**config.mk**
```make
export PLATFORM = sky130hd
export DESIGN_NAME = free_list
export DESIGN_NICKNAME = d
export VERILOG_FILES = /design/src/rtl/free_list.sv
export SDC_FILE = /design/constraint.sdc
export NUM_CORES = 1
export LEC_CHECK = 0
export CAP_MARGIN = 20
export CORE_ASPECT_RATIO = 1.4
export CORE_MARGIN = 2
export CORE_UTILIZATION = 35
export CTS_CLUSTER_SIZE = 24
export DETAILED_ROUTE_END_ITERATION = 6
export PLACE_DENSITY_LB_ADDON = 0.05
export SLEW_MARGIN = 10
export SYNTH_ARGS = -nofsm -noshare
export SYNTH_HDL_FRONTEND = slang
export SYNTH_SLANG_ARGS = --single-unit
```
**constraint.sdc**
```tcl
create_clock -name clock -period 11.42 [get_ports clock]
set_input_delay 3.426 -clock clock [delete_from_list [all_inputs] [get_ports clock]]
set_output_delay 3.426 -clock clock [all_outputs]
set_load 0.02 [all_outputs]
```
**src/rtl/free_list.sv**
```systemverilog
// Circular free list of physical register tags feeding the rename map table.
// Ports: clock/reset, per-lane alloc_req/alloc_pr/alloc_ok, per-lane
// free_en/free_pr, BPRecoverEN, free_count, sticky overflow_err.
module free_list #(
  parameter int ARCH_COUNT = 32,
  parameter int PHYS_REGS  = 64,
  parameter int N          = 3
) (
  input  logic                                  clock,
  input  logic                                  reset,
  input  logic [N-1:0]                          alloc_req,
  output logic [N*((PHYS_REGS<=2)?1:$clog2(PHYS_REGS))-1:0] alloc_pr,
  output logic                                  alloc_ok,
  input  logic [N-1:0]                          free_en,
  input  logic [N*((PHYS_REGS<=2)?1:$clog2(PHYS_REGS))-1:0] free_pr,
  input  logic                                  BPRecoverEN,
  output logic [$clog2(PHYS_REGS-ARCH_COUNT+1)-1:0] free_count,
  output logic                                  overflow_err
);

  localparam int PRW   = (PHYS_REGS <= 2) ? 1 : $clog2(PHYS_REGS);
  localparam int DEPTH = PHYS_REGS - ARCH_COUNT;
  localparam int CW    = $clog2(DEPTH + 1);
  localparam int PW    = (DEPTH <= 2) ? 1 : $clog2(DEPTH);

  logic [PRW-1:0] fl [DEPTH];
  logic [PW-1:0]  head;
  logic [PW-1:0]  tail;
  logic [CW-1:0]  count;

  logic [CW-1:0]  req_total;
  logic [PW-1:0]  rd_idx [N];
  logic           push [N];
  logic [PW-1:0]  wr_idx [N];
  logic [CW-1:0]  push_total;
  logic           drop;
  logic [PW-1:0]  head_next;
  logic [PW-1:0]  tail_next;
  logic [CW-1:0]  count_next;

  function automatic logic [PW-1:0] wrap(input int v);
    return PW'(v % DEPTH);
  endfunction

  // Oldest lane (N-1) takes the tag at head; each requester shifts the
  // next lane's read slot by one.
  always_comb begin
    req_total = '0;
    for (int k = N - 1; k >= 0; k--) begin
      rd_idx[k] = wrap(int'(head) + int'(req_total));
      alloc_pr[k*PRW +: PRW] = fl[rd_idx[k]];
      if (alloc_req[k]) req_total = req_total + 1'b1;
    end
    alloc_ok = (req_total <= count);
  end

  // Running occupancy decides which frees fit; allocation this cycle
  // makes room first unless recovery discards it.
  always_comb begin
    int c;
    c = int'(count);
    if (!BPRecoverEN && alloc_ok) c = c - int'(req_total);
    push_total = '0;
    drop = 1'b0;
    for (int k = N - 1; k >= 0; k--) begin
      push[k] = 1'b0;
      wr_idx[k] = wrap(int'(tail) + int'(push_total));
      if (free_en[k] && free_pr[k*PRW +: PRW] != '0) begin
        if (c < DEPTH) begin
          push[k] = 1'b1;
          push_total = push_total + 1'b1;
          c = c + 1;
        end else begin
          drop = 1'b1;
        end
      end
    end
  end

  always_comb begin
    tail_next = wrap(int'(tail) + int'(push_total));
    head_next = head;
    count_next = count + push_total;
    if (alloc_ok) begin
      head_next = wrap(int'(head) + int'(req_total));
      count_next = count - req_total + push_total;
    end
    // Everything between tail and head is in flight; collapsing the gap
    // returns it all without touching fl.
    if (BPRecoverEN) begin
      head_next = tail_next;
      count_next = CW'(DEPTH);
    end
  end

  always_ff @(posedge clock or posedge reset) begin
    if (reset) begin
      for (int i = 0; i < DEPTH; i++) fl[i] <= PRW'(ARCH_COUNT + i);
      head <= '0;
      tail <= '0;
      count <= CW'(DEPTH);
      overflow_err <= 1'b0;
    end else begin
      for (int k = 0; k < N; k++)
        if (push[k]) fl[wr_idx[k]] <= free_pr[k*PRW +: PRW];
      head <= head_next;
      tail <= tail_next;
      count <= count_next;
      if (drop) overflow_err <= 1'b1;
    end
  end

  assign free_count = count;

`ifndef SYNTHESIS
  always @(posedge clock) begin
    if (!reset) begin
      for (int k = 0; k < N; k++)
        if (push[k])
          for (int i = 0; i < DEPTH; i++)
            if (i < int'(count))
              assert (fl[wrap(int'(head) + i)] != free_pr[k*PRW +: PRW])
                else $error("free_list: tag %0d freed twice",
                            free_pr[k*PRW +: PRW]);
      if (alloc_ok)
        for (int a = 0; a < N; a++)
          for (int b = a + 1; b < N; b++)
            if (alloc_req[a] && alloc_req[b])
              assert (alloc_pr[a*PRW +: PRW] != alloc_pr[b*PRW +: PRW])
                else $error("free_list: lanes %0d/%0d share a tag", a, b);
    end
  end
`endif

endmodule

```
==> impl_results.md <==
* Fin. max-slew vios at 0
* Total Routing Usage GR at 32.29%
* First-pass GRT wire length at 125,600 µm
* Setup tns final at 0 ps
* Commonest cells after routing, fill and taps aside: a21oi_1, nor3_1, mux2i_1, mux4_2, o21ai_0
* Worst Skew at 19.64 ps
* Setup CP Type: input pin to primary output
* Slowest stage delay, CP at 550 ps
* Cell Chain, Critical Path: clkdlybuf4s50_1 > inv_1 > ha_1 > ha_4 > inv_1 > fa_2 > buf_12 > mux4_2 > mux4_2 > mux2_2 > clkdlybuf4s50_1
* Cell taking the most area after synthesis: mux4_2
* Drt first pass iters at 5
* Combinational fraction of design power at 59.0%
* Outcome: completed
* Worst slew pin tran at 1190 ps
* Startpoint Class: input pin
* Main synth FF type: dfstp_2
* Mean routed wirelength per cell at 34.91 µm
* Clock Latency Late Sink at 580 ps
* Synthesized flop and latch total at 209
* DP Wirelength at 62,470 µm
* Drc violations at 0
* Most common cell after layout, fill and taps aside: a21oi_1
* Via density at 6.577
* Initial core utilization at 35.49%
* Ratio of final minimum period to clock period at 93.04%
* Share of layout cells above drive strength 1 at 25.68%
* Post-synthesis sequential area ratio at 29.02%
* FMAX at 0.09412 GHz
* Post-CTS setup buffers at 0
* IO buf count at 52
* Vias in the first global route at 16,470
* CTS tree: done
* RSZ-0062 raised after global routing: no
* Worst setup path startpoint: alloc_req[2]
* YS warnings at 0
* Placer congestion estimate at 0.9521
* Worst-path clk slew at 60 ps
* Power per cell area at 335.1 nW/µm²
* Slowest cell on the critical path: clkdlybuf4s50_1
* Longest Clk Path Bufs at 3
* CTS Buf Count at 26
* Final Hold Fails at 0
* Min-delay worst type: flip-flop to flip-flop
* Synth Instances at 1,856
* Rel. slew slack at 20.67%
* Worst R2R End: free_count[5]
* Post_cts resized at 0
* Core area at 52,150 µm²
* Peak supply drop at 270.0 µV
* Final wirelength at 88,460 µm
* WHS at 495.1 ps
* Crit path depth at 11
* DIE HEIGHT at 276.1 µm
* Synth Cell Area at 18,510 µm²
* CP endpoint: alloc_pr[1]
* Max-Cap Viols at 0
* Register share of total power at 27.6%
* Die Area at 54,760 µm²
* Final net count at 1,873
* Antenna Nets Post-Route at 0
* Root buffer cell: clkbuf_16
* Cts hold-fix bufs at 0
* WP data arrival at 7200 ps
* Grt total ovfl at 0
* # rows at 99
* FF-to-FF path depth at 24
* Int Pwr at 0.003694 W
* Top cell type's share of synthesized area at 21.91%
* Clock share of power at 13.4%
* Worst Setup End Kind: primary output
* Syn_area_per_cell at 9.971 µm²
* Switch Pwr at 0.003214 W
* R2R Setup Slk at 5130 ps
* EDFF count, synth at 0
* Asr flop ratio synth at 100.0%
* Sw frac at 46.52%
* P&R area growth vs syn at 11.39%
* Top post-synthesis cells by area: mux4_2, dfstp_2, dfrtp_1
* Syn nets at 1,923
* Top-Level Pins at 53
* Count of cell types in the netlist at 69
* Worst Hold Launch: overflow_err
* Largest net degree at the start of global routing at 112
* Chip width at 198.3 µm
* Tmin final at 10,630 ps
* Worst path required time at 7990 ps
* Pleak at 8.163 nW
* CP max FO at 48
* Vias at 16,670
* Antenna violations before repair at 1
* Clk sinks at 209
* Top delay family on crit path: buffers and inverters
* Final Setup Violations at 0
* Htree depth at 1
* Reg2reg start: free_count[2]
* CP bufs+invs at 5
* DRT iter0 DRCs at 1,533
[Yosys cell counts, drive strengths merged (4+ instances only)]
library cell  number
mux2              23
ha                32
dfrtp             96
mux2i            194
a211oi             4
nand3             42
xor2               7
nand2             78
a21o              38
nor3             201
mux4             180
nor4bb             4
a21oi            217
nor2              83
dfstp            113
o21ai            205
and4               4
nand2b             6
xnor2             18
nand4              5
clkbuf           130
and2               4
or4                6
inv               35
a31oi              8
fa                 8
or3                8
nor2b             10
buf               54
[state kept, by name, summed over array words and instances (netlist names)]
| signal | count |
|---|---|
| fl | 192 |
| free_count | 6 |
| head | 5 |
| overflow_err | 1 |
| tail | 5 |
[cell families after synthesis]
logic type      Yosys count  synth area share [%]
compound gates          500                 15.17
simple gates            465                 13.00
mux                     397                 33.80
buf+inv                 219                 4.739
flops                   209                 29.02
fa+ha+maj                41                 3.083
xor+xnor                 25                 1.183
[worst register-to-register path, cell delays in order, from the launching register on]
cell	delay [ps]
dfrtp_1	520
ha_1	630
and4b_1	340
a21oi_2	110
a21oi_4	250
mux2_2	390
inv_1	60
ha_1	210
o21ai_0	170
a21oi_4	210
buf_4	620
nand3_1	280
mux2_2	370
inv_2	80
fa_1	480
inv_1	70
ha_1	290
a21o_1	180
a21oi_1	230
inv_1	70
a21oi_1	210
nor2_1	60
nor2_1	110
xnor2_1	130
o221ai_1	120
[worst min-delay path by stage]
stage,slack (ps),endpoint,cells past startpoint
after floorplan,540,fl[24],2
after global placement,510,overflow_err,1
after detailed placement,480,overflow_err,1
after CTS,500,overflow_err,1
after global routing,540,overflow_err,1
final,500,overflow_err,1
[through the flow]
step	cell area (µm²)	std cells	setup slack, ps	power [W]	util [%]
6_report	20610	2534	794.8	0.006908	39.53
5_1_grt	20610	2533	654.1	0.007195	39.52
4_1_cts	20610	2533	788.0	0.006864	39.52
3_5_place_dp	19690	2485	795.8	0.005907	37.76
3_3_place_gp	19680	2484	816.3	0.005888	37.73
2_1_floorplan	18510	1856	1522	0.004294	-
[power by group through the flow]
stage / logic (W) / registers (W) / clock network [W]
floorplan: 0.00289 / 0.00140 / 0
global placement: 0.00398 / 0.00191 / 0
detailed placement: 0.00402 / 0.00189 / 0
CTS: 0.00404 / 0.00189 / 0.000938
global route: 0.00432 / 0.00191 / 0.000966
finish: 0.00407 / 0.00191 / 0.000927
[area by class of cell]
type / instances / area (µm²)
fill: 5151 / 31540
clock inverter: 12 / 162.7
inverter: 35 / 138.9
antenna: 1 / 2.502
tap: 707 / 884.6
multi-input combinational: 1428 / 12320
sequential: 209 / 5376
clock buffer: 36 / 759.5
timing repair buffer: 106 / 967.2
[metal layers]
layer  part of all wire (%)  vias up  global-route usage [%]
li1                       -     7004                       -
met1                     38     8475                   40.05
met2                     48      966                   53.95
met3                    7.8      222                   4.830
met4                    6.3        0                   17.08
met5                      0        -                       0
No activity file was read; power rests on OpenSTA's default activity.
